`config.mk`:
```
export PLATFORM = sky130hd
export DESIGN_NAME = fifo_word_serializer
export DESIGN_NICKNAME = d
export VERILOG_FILES = /design/src/rtl/fifo_word_serializer.sv
export SDC_FILE = /design/constraint.sdc
export NUM_CORES = 1
export LEC_CHECK = 0
export ABC_AREA = 1
export CAP_MARGIN = 20
export CORE_ASPECT_RATIO = 0.8
export CORE_MARGIN = 2
export CORE_UTILIZATION = 48
export DETAILED_ROUTE_END_ITERATION = 8
export HOLD_SLACK_MARGIN = 0.1
export PLACE_DENSITY = 0.88
export RECOVER_POWER = 100
export SLEW_MARGIN = 10
export SYNTH_ARGS = -nofsm -noshare
export SYNTH_HDL_FRONTEND = slang
export SYNTH_SLANG_ARGS = --single-unit
```
`constraint.sdc`:
```
create_clock -name clk -period 2 [get_ports clk]
set_clock_uncertainty 0.05 [all_clocks]
set_input_delay 0.4 -clock clk [delete_from_list [all_inputs] [get_ports clk]]
set_output_delay 0.4 -clock clk [all_outputs]
set_load 0.005 [all_outputs]
```
`src/rtl/fifo_word_serializer.sv`:
```
// -----------------------------------------------------------------------------
// fifo_word_serializer
//
// Drain stage placed directly after a FIFO with registered read data. Pops one
// DATA_WIDTH-bit word at a time and emits it as BEATS = DATA_WIDTH/OUT_WIDTH
// beats of OUT_WIDTH bits on a valid/ready output, least-significant beat
// first. A popped word is always emitted in full. enable_i only decides
// whether a *new* word may be started, so the owner can stall draining at a
// word boundary. Completed words are counted in a 16-bit wrapping counter.
//
// DATA_WIDTH must be an integer multiple of OUT_WIDTH, giving at least 2 beats.
//
// Ports:
//   clk             in   clock
//   reset_n         in   asynchronous active-low reset
//   enable_i        in   permit starting a new word
//   fifo_empty_i    in   FIFO empty flag
//   fifo_rd_data_i  in   FIFO read data, valid the cycle after a pop
//   fifo_pop_o      out  FIFO pop request (combinational, never while empty)
//   out_valid_o     out  beat valid
//   out_data_o      out  beat data
//   out_last_o      out  final beat of the current word
//   out_ready_i     in   downstream accept
//   busy_o          out  FSM is not IDLE
//   word_count_o    out  number of completed words (wraps)
// -----------------------------------------------------------------------------
module fifo_word_serializer #(
  parameter int DATA_WIDTH = 32,
  parameter int OUT_WIDTH  = 8
) (
  input  logic                  clk,
  input  logic                  reset_n,
  input  logic                  enable_i,
  input  logic                  fifo_empty_i,
  input  logic [DATA_WIDTH-1:0] fifo_rd_data_i,
  output logic                  fifo_pop_o,
  output logic                  out_valid_o,
  output logic [OUT_WIDTH-1:0]  out_data_o,
  output logic                  out_last_o,
  input  logic                  out_ready_i,
  output logic                  busy_o,
  output logic [15:0]           word_count_o
);

  localparam int BEATS     = DATA_WIDTH / OUT_WIDTH;
  localparam int CNT_WIDTH = $clog2(BEATS);

  typedef enum logic [1:0] {
    IDLE  = 2'd0,
    FETCH = 2'd1,
    SEND  = 2'd2
  } state_e;

  state_e                 state_q, state_d;
  logic [DATA_WIDTH-1:0]  shift_q, shift_d;
  logic [CNT_WIDTH-1:0]   beat_cnt_q, beat_cnt_d;
  logic [15:0]            word_count_q, word_count_d;

  logic can_start;
  logic last_beat;
  logic beat_hs;

  // A new word may only be started when allowed and the FIFO has data; this
  // single term gates every pop, so a pop can never hit an empty FIFO.
  assign can_start = enable_i && !fifo_empty_i;
  assign last_beat = (beat_cnt_q == CNT_WIDTH'(BEATS - 1));
  assign beat_hs   = (state_q == SEND) && out_ready_i;

  // State register
  always_ff @(posedge clk or negedge reset_n) begin
    if (!reset_n) begin
      state_q <= IDLE;
    end else begin
      state_q <= state_d;
    end
  end

  // Next-state logic
  always_comb begin
    state_d = state_q;
    case (state_q)
      IDLE:    if (can_start) state_d = FETCH;
      FETCH:   state_d = SEND;
      SEND: begin
        // Chain straight into the next word's FETCH when possible, so the
        // only bubble between words is the FETCH cycle itself.
        if (out_ready_i && last_beat) state_d = can_start ? FETCH : IDLE;
      end
      default: state_d = IDLE;
    endcase
  end

  // Output logic
  always_comb begin
    fifo_pop_o  = 1'b0;
    out_valid_o = 1'b0;
    out_data_o  = '0;
    out_last_o  = 1'b0;
    case (state_q)
      IDLE: fifo_pop_o = can_start;
      SEND: begin
        out_valid_o = 1'b1;
        out_data_o  = shift_q[OUT_WIDTH-1:0];
        out_last_o  = last_beat;
        fifo_pop_o  = out_ready_i && last_beat && can_start;
      end
      default: ;
    endcase
  end

  assign busy_o       = (state_q != IDLE);
  assign word_count_o = word_count_q;

  // Datapath next-state: load in FETCH, shift on every non-final accepted
  // beat. The register holds while stalled, which keeps out_data_o stable.
  always_comb begin
    shift_d      = shift_q;
    beat_cnt_d   = beat_cnt_q;
    word_count_d = word_count_q;
    if (state_q == FETCH) begin
      shift_d    = fifo_rd_data_i;
      beat_cnt_d = '0;
    end else if (beat_hs) begin
      if (last_beat) begin
        word_count_d = word_count_q + 16'd1;
      end else begin
        shift_d    = shift_q >> OUT_WIDTH;
        beat_cnt_d = beat_cnt_q + CNT_WIDTH'(1);
      end
    end
  end

  always_ff @(posedge clk or negedge reset_n) begin
    if (!reset_n) begin
      shift_q      <= '0;
      beat_cnt_q   <= '0;
      word_count_q <= '0;
    end else begin
      shift_q      <= shift_d;
      beat_cnt_q   <= beat_cnt_d;
      word_count_q <= word_count_d;
    end
  end

endmodule

```
-- After elaboration in Yosys (flattened, before gate mapping)
Index checks and enable logic that the tools add are counted.
- register bits after elaboration: 52
- input port bits: 37
- output and inout bits: 28
- $add $sub $neg: 2
- equal/unequal tests: 6
- mux-type cells: 14
- bitwise operators: 1
- reduce and logical (&&, ||, !) cells: 11
- operators by type and width (operator ; number):
    two-way mux 32 bit ; 3
    adder 16 x 1 -> 16 bit (second input constant) ; 1
    two-way mux 2 bit ; 5
    two-way mux 8 bit ; 1
    case mux 2 bit (3 select lines) ; 1
    == test 2 bit (second input constant) ; 2
    logical AND 1 bit ; 4
    inequality test 2 x 1 -> 1 bit (second input constant) ; 2
    AND reduction 2 bit ; 2
    nonzero test 2 bit ; 2
    two-way mux 1 bit ; 3
    AND reduction 3 bit ; 1
    adder 2 x 1 -> 2 bit (second input constant) ; 1
    == test 2 x 1 -> 1 bit (second input constant) ; 1
    logical NOT 2 bit ; 1
    inequality test 2 bit (second input constant) ; 1
    case mux 1 bit (2 select lines) ; 1
    logical NOT 1 bit ; 1
    NOT 1 bit ; 1

-- Depth between registers and ports, before layout
Gate-level depths: netlist (run 1).
- word-level depth: 5
- depth in mapped cells: 9
- depth with buffers taken out: 8

-- Least setup slack after synthesis (run 1)
OpenSTA, ideal clock, no wires.
- path type: reg-to-reg
- from: register beat_cnt_q[0]
- to: register shift_q[14]
- setup time: 0.131 ns
- data arrival time: 1.263 ns
- required time: 1.819 ns
- setup slack: 0.556 ns
- cell stages (with the launch flop): 8
- clock period less this slack: 1.444 ns
- path through: dfrtp_1 > ha_1 > inv_1 > nand2_1 > nor2_1 > buf_4 > buf_2 > o211ai_1
- cells in the longest elaborated chain, start to end: 3
- ends and longest elaborated chain (item ; line ; source):
    from (decl) ; 56 ; logic [CNT_WIDTH-1:0] beat_cnt_q, beat_cnt_d;
    from (signal assigned) ; 140 ; beat_cnt_q <= beat_cnt_d;
    == test 2 bit ; 66 ; assign last_beat = (beat_cnt_q == CNT_WIDTH'(BEATS - 1));
    inequality test 2 x 1 -> 1 bit (no source line) ; -- ;
    AND reduction 2 bit (no source line) ; -- ;
    to (signal assigned) ; 139 ; shift_q <= shift_d;
    to (decl) ; 55 ; logic [DATA_WIDTH-1:0] shift_q, shift_d;
Every way passes these cells.
A chain may end at the register's enable or synchronous reset.

-- Final worst setup path (run 1)
- from: register state_q[0]
- to: output port out_data_o[1]
- cells in the longest elaborated chain, start to end: 2
- ends and longest elaborated chain (item ; line ; source):
    from (decl) ; 54 ; state_e state_q, state_d;
    from (signal assigned) ; 74 ; state_q <= state_d;
    == test 2 bit ; 99 ; case (state_q)
    two-way mux 8 bit ; 99 ;
    to (decl) ; 38 ; output logic [OUT_WIDTH-1:0] out_data_o,
Every way passes these cells.

==> summary.txt, run 1 <==
Cells and area
  – Post-Layout Cell Count: 408
  – Synth-to-Final Area Change: 35.3%
  – Core Util, Final: 0.691
  – Non-Filler Cell Area, Final: 3240 um^2
  – Nets: 386
  – Share of post-route cells with drive strength above 1: 0.0833
  – Antenna diode count: 0

Power
  – Register share of total power: 0.474
  – Comb power frac: 0.349
  – Clock power frac: 0.178
  – VDD IR-drop max: 0.555 mV
  – Internal Power: 0.00225 W
  – Sw Pwr: 0.00113 W
  – Pleak: 1.59 nW
  – Power per cell area: 1050 nW/um^2
  – Switching part of the total: 0.335

Die
  – Initial Utilization: 0.511
  – Die height: 67.1 um
  – Rows: 22
  – Core area: 4680 um^2
  – Io pins: 65
  – Die area: 5570 um^2
  – Chip Width: 82.9 um

Synthesis
  – Synth top area cells: dfrtp_1, nand2_1, nor2_1
  – Synth Instances: 270
  – Seq cells post-synth: 52
  – Register area share after synthesis: 0.544
  – Top-count cell post-synth: nand2_1
  – Number of enable flip-flop cells after synthesis: 0
  – Avg Synthesized Cell Area: 8.86 um^2
  – Syn. warnings: 0
  – Synthesized cell area: 2390 um^2
  – Post-synthesis adder-cell area fraction: 0.0105
  – Post-Synth XOR/XNOR Area: 0.0293
  – Syn_nets: 309
  – Share of the synthesized area in the top cell type: 0.544
  – Largest area contributor in the netlist: dfrtp_1
  – Compound-Gate Fraction of Synth Area: 0.115
  – Number of library cell types mapped by synthesis: 26
  – Synth Area in Simple Gates: 0.239
  – Post-synth top cells: nand2_1, dfrtp_1, nor2_1, inv_1, a22oi_1
  – Top FF cell, synth: dfrtp_1
  – Ys async rst share: 1.00
  – Mux cell area share after synthesis: 0.00471
  – Main combinational cell family by area after synthesis: simple AND/OR/NAND/NOR gates

Critical path
  – Setup crit end kind: output pin
  – Slowest cell on crit path: clkdlybuf4s50_1
  – Buffers & Inverters on Critical Path: 2
  – Crit-path max FO: 8
  – Crit path DAT: 1.47 ns
  – Crit start category: flop
  – Critical path class: reg -> out
  – Cell family with the largest share of critical-path delay: buffers and inverters
  – Critical Path RT: 1.55 ns
  – Slowest stage delay, CP: 0.50 ns
  – Reg2Reg Setup Slack: 0.17 ns
  – Critical-path cell list: inv_2, nand2_4, nor2_1, clkdlybuf4s50_1

Placement
  – Placed Instances: 395
  – Port bufs: 64
  – HPWL after DPL: 3920 um
  – Cell Area, Placed: 3150 um^2
  – Final GP Congestion: 0.840

Min path
  – Worst min path class: reg -> reg

Run status
  – Outcome: complete, no violations

GRT
  – Initial antenna violation count: 0
  – GR Overflow Total: 0
  – Pin count of the biggest net entering global routing: 27
  – Number of global-route vias before repair: 1931
  – First-pass GRT wire length: 8940 um
  – GRT Overall Usage: 0.202

Clock network
  – H-Tree Depth: 2
  – CTS tree: yes
  – Num CTS Buffers: 5
  – Clk Latency, worst-skew pair: 0.30 ns
  – Clock Path Buffers: 2
  – Clock Pin Slew Worst Setup and Hold Paths: 0.09 ns
  – Clock sink total: 52
  – Root Buffer: clkbuf_8

Detailed routing
  – Via count: 2036
  – First-pass DRT Iterations: 4
  – Avg Vias per Cell: 4.99
  – Avg WL per Cell: 13.1 um
  – Residual DRC: 0
  – WL final: 5340 um
  – Starting DRC count in detailed routing: 170
  – ANT nets after route: 0

STA
  – Final setup fails: 0
  – Relative slew slack: 0.295
  – RSZ-0062 raised after global routing: no
  – Fin. Hold Viols: 0
  – Final critical-path share of the clock period: 0.960
  – Fin. max-slew vios: 0
  – Least-Margin Pin Slew: 1.06 ns
  – Max Clock Freq: 521 MHz
  – Min Clock Period, post-route: 1.92 ns
  – Min Hold Slack: 0.441 ns

Flow run
  – Maxcap violations: 0
## per-stage QoR
stage               setup WS [ns]  total power, W  setup TNS [ns]
global route               0.0128         0.00364               0
global placement           -0.117         0.00278          -0.117
detailed placement         -0.125         0.00283          -0.125
floorplan                   0.556         0.00228               0
CTS                       0.00201         0.00346               0
finish                     0.0807         0.00339               0
## state kept, by name, summed over array words and instances (netlist names)
name,cells
shift_q,32
state_q,2
beat_cnt_q,2
word_count_o,16
## logic make-up after synthesis
group,after synthesis
multiplexers,1
buffers and inverters,32
AND/OR/NAND/NOR,137
XOR/XNOR,8
AO/OA/AOI/OAI,38
flip-flops,52
adder cells (fa/ha/maj),2
## worst min-delay path: stages, from the launching register on
cell,delay [ns]
dfrtp_1,0.35
nand2_1,0.06
nand2_1,0.05
## final cells by class
type,count,area (um^2)
Inverter,24,90.1
Timing Repair Buffer,78,729
Sequential cell,52,1300
Multi-Input combinational cell,186,946
Clock buffer,6,82.6
Tap cell,60,75.1
Clock inverter,2,10.0
Fill cell,381,1440
## power groups by stage
stage	Clock, W	Sequential (W)	Combinational, W
after floorplan	0	0.00155	0.000727
after global placement	0	0.00160	0.00118
after detailed placement	0	0.00161	0.00122
after CTS	0.000618	0.00160	0.00124
after global routing	0.000667	0.00164	0.00133
final	0.000601	0.00160	0.00118
## per-layer routing
layer	routed length, um	GRT usage	vias to the layer above
met4	72	0.0615	0
li1	-	-	1021
met1	2500	0.278	962
met3	204	0.0310	7
met5	0	0	-
met2	2560	0.336	46
## repair_timing
action / in CTS / in global routing
setup buffers: 0 / 4
setup endpoints to repair: 10 / 10
pin swaps: 0 / 1
endpoints found under the hold margin: 19 / 0
hold buffers: 1 / 0
resized for setup: 4 / 8
cloned: 0 / 0
## worst paths after layout
path	from	endpoint	depth (start not counted)
hold / removal	shift_q[20]	shift_q[20]	2
setup / recovery	state_q[0]	out_data_o[1]	4
max in group asynchronous	reset_n	state_q[1]	3
hold reg to reg	shift_q[20]	shift_q[20]	2
setup reg to reg	beat_cnt_q[0]	shift_q[0]	9
min in group asynchronous	reset_n	shift_q[21]	2
## layout by cell type (no fill, tap or decap), drive strengths merged
master	count
a22oi	13
nor2	44
xnor2	4
o22ai	6
a22o	7
clkinv	2
clkbuf	13
a211oi	2
o211ai	5
nand2	85
dlygate4sd3	17
dlygate4sd2	1
dfrtp	52
o21ai	5
nor3	1
nand3b	4
clkdlybuf4s50	41
nand3	3
clkdlybuf4s25	5
inv	24
buf	7
xor2	4
ha	2
mux2	1
Power figures use the tool's default switching activity.
==> run 2: changes to the inputs <==
--- a/config.mk
+++ b/config.mk
@@ -9,10 +9,11 @@
 export CAP_MARGIN = 20
 export CORE_ASPECT_RATIO = 0.8
 export CORE_MARGIN = 2
-export CORE_UTILIZATION = 48
+export CORE_UTILIZATION = 52
 export DETAILED_ROUTE_END_ITERATION = 8
+export DONT_BUFFER_PORTS = 1
 export HOLD_SLACK_MARGIN = 0.1
-export PLACE_DENSITY = 0.88
+export PLACE_DENSITY = 0.75
 export RECOVER_POWER = 100
 export SLEW_MARGIN = 10
 export SYNTH_ARGS = -nofsm -noshare
==> run 2 against run 1 <==
  * Combinational power down 27%
  * Largest cell class unchanged
  * Worst hold slack got worse by 0.33 ns
  * Die area fell by 7.3%
  * Largest power group unchanged
  * Critical path type is now reg -> reg
  * Register-to-register slack better by 0.02 ns
==> summary.txt, run 2 (same netlist as run 1, synthesis figures left out) <==
Run status
  – Outcome: complete, no violations

Detailed routing
  – Avg WL per Cell: 14.3 um (+9.1%)
  – ANT nets after route: 0 (unchanged)
  – Starting DRC count in detailed routing: 116 (-32%)
  – Residual DRC: 0 (unchanged)
  – Via count: 1745 (-14%)
  – WL final: 4740 um (-11%)
  – First-pass DRT Iterations: 4 (unchanged)
  – Avg Vias per Cell: 5.26 (+5.3%)

Critical path
  – Setup crit end kind: flop
  – Crit start category: flop
  – Reg-to-Reg Start: beat_cnt_q[0]
  – R2R depth: 7 (-2)
  – Reg-to-Reg End: shift_q[13]
  – Critical Path RT: 2.18 ns (+0.63 ns)
  – Setup crit start: beat_cnt_q[0]
  – Crit path DAT: 1.99 ns (+0.52 ns)
  – Critical path class: reg -> reg
  – Crit-path max FO: 26 (+18)
  – Reg2Reg Setup Slack: 0.19 ns (+0.02 ns)
  – Worst setup path end: shift_q[13]

GRT
  – GR Overflow Total: 0 (unchanged)
  – Initial antenna violation count: 0 (unchanged)
  – Number of global-route vias before repair: 1638 (-15%)
  – First-pass GRT wire length: 7690 um (-14%)
  – Pin count of the biggest net entering global routing: 53 (+96%)
  – GRT Overall Usage: 0.198 (-0.00428)

STA
  – Fin. Hold Viols: 0 (unchanged)
  – Least-Margin Pin Slew: 1.13 ns (+0.0743 ns)
  – Final setup fails: 0 (unchanged)
  – Min Clock Period, post-route: 1.81 ns (-0.110 ns)
  – Fin. max-slew vios: 0 (unchanged)
  – Setup_tns: 0 ns (unchanged)
  – RSZ-0062 raised after global routing: no
  – Relative slew slack: 0.246 (-0.0496)
  – Final critical-path share of the clock period: 0.904 (-0.0552)
  – Max Clock Freq: 553 MHz (+6.1%)

Flow run
  – Maxcap violations: 0 (unchanged)

Cells and area
  – Synth-to-Final Area Change: 4.81%
  – Most frequent cells in the layout: nand2_1, dfrtp_1, nor2_1, inv_1, a22oi_1
  – Share of post-route cells with drive strength above 1: 0.0551 (-0.0282)
  – Antenna diode count: 0 (unchanged)
  – Core Util, Final: 0.555 (-0.136)
  – Nets: 313 (-19%)
  – Top reg by flops: shift_q
  – Commonest non-fill, non-tap cell in the layout: nand2_1
  – Largest register FFs: 32 (unchanged)

Placement
  – Final GP Congestion: 0.763 (-9.1%)
  – HPWL after DPL: 3340 um (-15%)
  – Port bufs: 0 (-100%)

Clock network
  – Clock sink total: 52 (unchanged)
  – CTS tree: yes
  – Clock Path Buffers: 2 (unchanged)
  – # hold bufs at CTS: 2 (+1)
  – H-Tree Depth: 2 (unchanged)
  – Num CTS Buffers: 5 (unchanged)
  – Clock Pin Slew Worst Setup and Hold Paths: 0.09 ns (about the same)
  – CTS resizes: 0 (-4)
  – Setup Buffers After CTS: 0 (unchanged)
  – Root Buffer: clkbuf_8
  – Clk Latency, worst-skew pair: 0.30 ns (about the same)

Die
  – Chip Width: 79.8 um (-3.7%)
  – Rows: 22 (unchanged)
  – Io pins: 65 (unchanged)
  – Die area: 5160 um^2 (-7.3%)
  – Core area: 4510 um^2 (-3.5%)
  – Die height: 64.7 um (-3.7%)
  – Initial Utilization: 0.530 (+0.0187)

Power
  – VDD IR-drop max: 0.542 mV (-2.3%)
  – PnR Total Power: 0.00299 W (-12%)
  – Power per cell area: 1190 nW/um^2 (+14%)
  – Pleak: 1.25 nW (-21%)

Min path
  – Worst min path class: in -> reg
-- run 2: worst min path at each step --
stage | slack [ns] | from | to | cells after the start
final | 0.11 | fifo_empty_i | state_q[0] | 1
after global routing | 0.11 | fifo_empty_i | state_q[0] | 1
after CTS | 0.11 | fifo_empty_i | state_q[0] | 1
after detailed placement | 0.06 | reset_n | shift_q[29] | 0
after global placement | 0.06 | reset_n | shift_q[21] | 0
after floorplan | 0.05 | reset_n | beat_cnt_q[0] | 0
-- run 2: cell type report --
| type | instances | area, um^2 |
|---|---|---|
| well taps | 60 | 75.1 |
| multi-input cells | 186 | 936 |
| repair buffers | 5 | 35.0 |
| fillers | 437 | 2010 |
| inverters | 24 | 90.1 |
| clock buffers | 5 | 68.8 |
| flip-flops and latches | 52 | 1300 |
-- run 2: power by group --
group          internal (W)  leakage [nW]  switching [W]  total [W]
combinational      0.000330         0.542       0.000529   0.000859
clock              0.000227        0.0359       0.000315   0.000541
sequential          0.00139         0.673       0.000204    0.00159
total               0.00194          1.25        0.00105    0.00299
-- run 2: metal layers --
layer,share of wire,vias up,GRT usage
met5,0,-,0
met3,0.064,12,0.0529
li1,-,875,-
met4,0.024,0,0.102
met1,0.51,806,0.293
met2,0.40,52,0.264
-- run 2: worst max-delay path, cell delays in order, from the launching register on --
cell	delay [ns]
dfrtp_1	0.37
ha_1	0.17
inv_1	0.06
nand2_1	0.05
nor2_1	0.05
nor2_2	0.72
nand2_1	0.13
nand2_1	0.14
-- run 2: metrics by stage --
stage                     area (um^2)  hold slack [ns]  std cells  worst slack, ns
after global placement           2440           0.0557        325            0.229
after floorplan                  2390           0.0544        270            0.556
final                            2510            0.114        332            0.191
after detailed placement         2440           0.0553        325            0.209
after global routing             2510            0.106        332          0.00211
after CTS                        2550            0.109        332            0.175
==> run 3: changes to the inputs <==
--- a/config.mk
+++ b/config.mk
@@ -7,13 +7,15 @@
 export LEC_CHECK = 0
 export ABC_AREA = 1
 export CAP_MARGIN = 20
+export CELL_PAD_IN_SITES_DETAIL_PLACEMENT = 0
+export CELL_PAD_IN_SITES_GLOBAL_PLACEMENT = 2
 export CORE_ASPECT_RATIO = 0.8
 export CORE_MARGIN = 2
-export CORE_UTILIZATION = 52
+export CORE_UTILIZATION = 36
 export DETAILED_ROUTE_END_ITERATION = 8
 export DONT_BUFFER_PORTS = 1
 export HOLD_SLACK_MARGIN = 0.1
-export PLACE_DENSITY = 0.75
+export PLACE_DENSITY_LB_ADDON = 0.2
 export RECOVER_POWER = 100
 export SLEW_MARGIN = 10
 export SYNTH_ARGS = -nofsm -noshare
==> run 3 against run 2 <==
  * Power is 7.0% higher
  * Flip-flop and latch count stayed put
  * Largest power group unchanged
  * Sequential share of layout area is 2.0 points lower
  * Critical path type is now reg -> out
  * Clock power is 34% higher
  * Design area is 3.9% higher
  * Worst setup slack worse by 0.0072 ns
  * Global-route usage is 4.2 points lower
==> summary.txt, run 3 (same netlist as run 1, synthesis figures left out) <==
STA
  – Max Clock Freq: 551 MHz (-0.40%)
  – Setup_tns: 0 ns (unchanged)
  – Min Clock Period, post-route: 1.82 ns (+0.00722 ns)
  – Fin. max-slew vios: 0 (unchanged)
  – Relative slew slack: 0.218 (-0.0280)
  – Least-Margin Pin Slew: 1.17 ns (+0.0421 ns)
  – RSZ-0062 raised after global routing: no
  – Final critical-path share of the clock period: 0.908 (+0.00361)
  – Final setup fails: 0 (unchanged)
  – Fin. Hold Viols: 0 (unchanged)

GRT
  – GR Overflow Total: 0 (unchanged)
  – Initial antenna violation count: 0 (unchanged)
  – Pin count of the biggest net entering global routing: 53 (unchanged)
  – GRT Overall Usage: 0.155 (-0.0422)
  – Number of global-route vias before repair: 1628 (-0.61%)
  – First-pass GRT wire length: 8740 um (+14%)

Detailed routing
  – Avg Vias per Cell: 4.82 (-8.2%)
  – Avg WL per Cell: 14.8 um (+3.8%)
  – First-pass DRT Iterations: 4 (unchanged)
  – ANT nets after route: 0 (unchanged)
  – Via count: 1741 (-0.23%)
  – Residual DRC: 0 (unchanged)
  – WL met2: 2000 um (+6.7%)
  – WL final: 5350 um (+13%)
  – Top sig layer: met4
  – Starting DRC count in detailed routing: 68 (-41%)
  – WL met1: 2910 um (+19%)
  – Met3 WL: 365 um (+20%)

Critical path
  – Crit start category: flop
  – Critical path class: reg -> out
  – Cell family with the largest share of critical-path delay: flip-flops
  – Critical-path cell list: inv_1, nand2_1, clkbuf_2, nor2_1
  – Slowest stage delay, CP: 0.39 ns (-0.33 ns)
  – Crit path DAT: 1.37 ns (-0.62 ns)
  – Buffers & Inverters on Critical Path: 2 (+1)
  – R2R depth: 7 (unchanged)
  – Critical Path RT: 1.55 ns (-0.63 ns)
  – Crit-path max FO: 10 (-62%)
  – Worst path depth: 4 (-3)
  – Slowest cell on crit path: dfrtp_1
  – Setup crit end kind: output pin

Cells and area
  – Synth-to-Final Area Change: 8.95%
  – Commonest non-fill, non-tap cell in the layout: nand2_1
  – Largest register FFs: 32 (unchanged)
  – Antenna diode count: 0 (unchanged)
  – Post-Layout Cell Count: 361 (+8.7%)
  – Share of post-route cells with drive strength above 1: 0.0614 (+0.00622)
  – Filler cells: 676 (+55%)
  – Non-Filler Cell Area, Final: 2610 um^2 (+3.9%)
  – Most frequent cells in the layout: nand2_1, dfrtp_1, nor2_1, inv_1, a22oi_1
  – Multi-input logic area: 941 um^2 (+0.53%)
  – Nets: 315 (+0.64%)
  – Top reg by flops: shift_q
  – Core Util, Final: 0.406 (-0.149)
  – Register area: 1300 um^2 (unchanged)

Power
  – PnR Total Power: 0.00320 W (+7.0%)
  – Pleak: 1.28 nW (+2.4%)
  – Power per cell area: 1230 nW/um^2 (+2.9%)
  – VDD IR-drop max: 0.399 mV (-26%)

Placement
  – Final GP Congestion: 0.739 (-3.2%)
  – HPWL after DPL: 3600 um (+7.9%)
  – Cell Area, Placed: 2470 um^2 (+1.2%)
  – Port bufs: 0 (unchanged)
  – Placed Instances: 349 (+7.4%)

Die
  – Core area: 6410 um^2 (+42%)
  – Die area: 7310 um^2 (+42%)
  – Die height: 76.9 um (+19%)
  – Rows: 26 (+18%)
  – Io pins: 65 (unchanged)
  – Initial Utilization: 0.373 (-0.157)
  – Chip Width: 95.1 um (+19%)

Flow run
  – Maxcap violations: 0 (unchanged)

Clock network
  – Clock sink total: 52 (unchanged)
  – Clock Pin Slew Worst Setup and Hold Paths: 0.10 ns (about the same)
  – CTS resizes: 0 (unchanged)
  – CTS tree: yes
  – Clock Path Buffers: 2 (unchanged)
  – Setup Buffers After CTS: 0 (unchanged)
  – Clk Latency, worst-skew pair: 0.31 ns (about the same)
  – Root Buffer: clkbuf_8
  – H-Tree Depth: 2 (unchanged)
  – Num CTS Buffers: 5 (unchanged)

Min path
  – Worst min path class: in -> reg
  – Hold depth: 2 (+1)

Run status
  – Outcome: complete, no violations
==> run 3: metal layers <==
layer	GRT usage	vias up
met5	0	-
met4	0.0435	0
met3	0.0481	7
met2	0.192	44
met1	0.253	810
li1	-	880
==> run 3: path summary, 6_finish.rpt <==
path / start / slack, ns / end
setup / recovery: state_q[0] / 0.18 / out_last_o
hold / removal: fifo_rd_data_i[31] / 0.16 / shift_q[31]
setup reg to reg: state_q[0] / 0.27 / word_count_o[9]
hold reg to reg: shift_q[22] / 0.43 / shift_q[22]
max in group asynchronous: reset_n / 0.33 / state_q[0]
min in group asynchronous: reset_n / 0.86 / shift_q[23]
==> run 3: what timing repair did <==
item | 4_1_cts | 5_1_grt
hold buffers | 3 | 0
endpoints found under the setup margin | 0 | 0
hold endpoints to repair | 53 | 0
==> run 3: layout make-up <==
| type | count | area share |
|---|---|---|
| clock buffer | 6 | 0.0279 |
| clock inverter | 2 | 0.0134 |
| inverter | 24 | 0.0346 |
| multi-input combinational | 186 | 0.361 |
| sequential | 52 | 0.500 |
| tap | 84 | 0.0403 |
| timing repair buffer | 7 | 0.0231 |
==> run 3: worst reg2reg max path, delay by kind of cell, from the launching register on <==
family	cells	cell delay (ns)
AO/OA/AOI/OAI	1	0.23
flip-flops	1	0.39
buffers and inverters	2	0.35
AND/OR/NAND/NOR	4	0.61
==> run 3: where the power goes <==
group / switching (W) / internal (W) / total, W
Sequential: 0.000200 / 0.00139 / 0.00159
Combinational: 0.000543 / 0.000345 / 0.000888
Clock: 0.000352 / 0.000372 / 0.000725
Total: 0.00110 / 0.00210 / 0.00320
==> run 3: stage by stage <==
stage	hold WS (ns)	worst slack [ns]
floorplan	0.0544	0.556
global placement	0.0558	0.146
detailed placement	0.0559	0.127
CTS	0.153	0.0905
global route	0.167	0.0725
finish	0.159	0.184
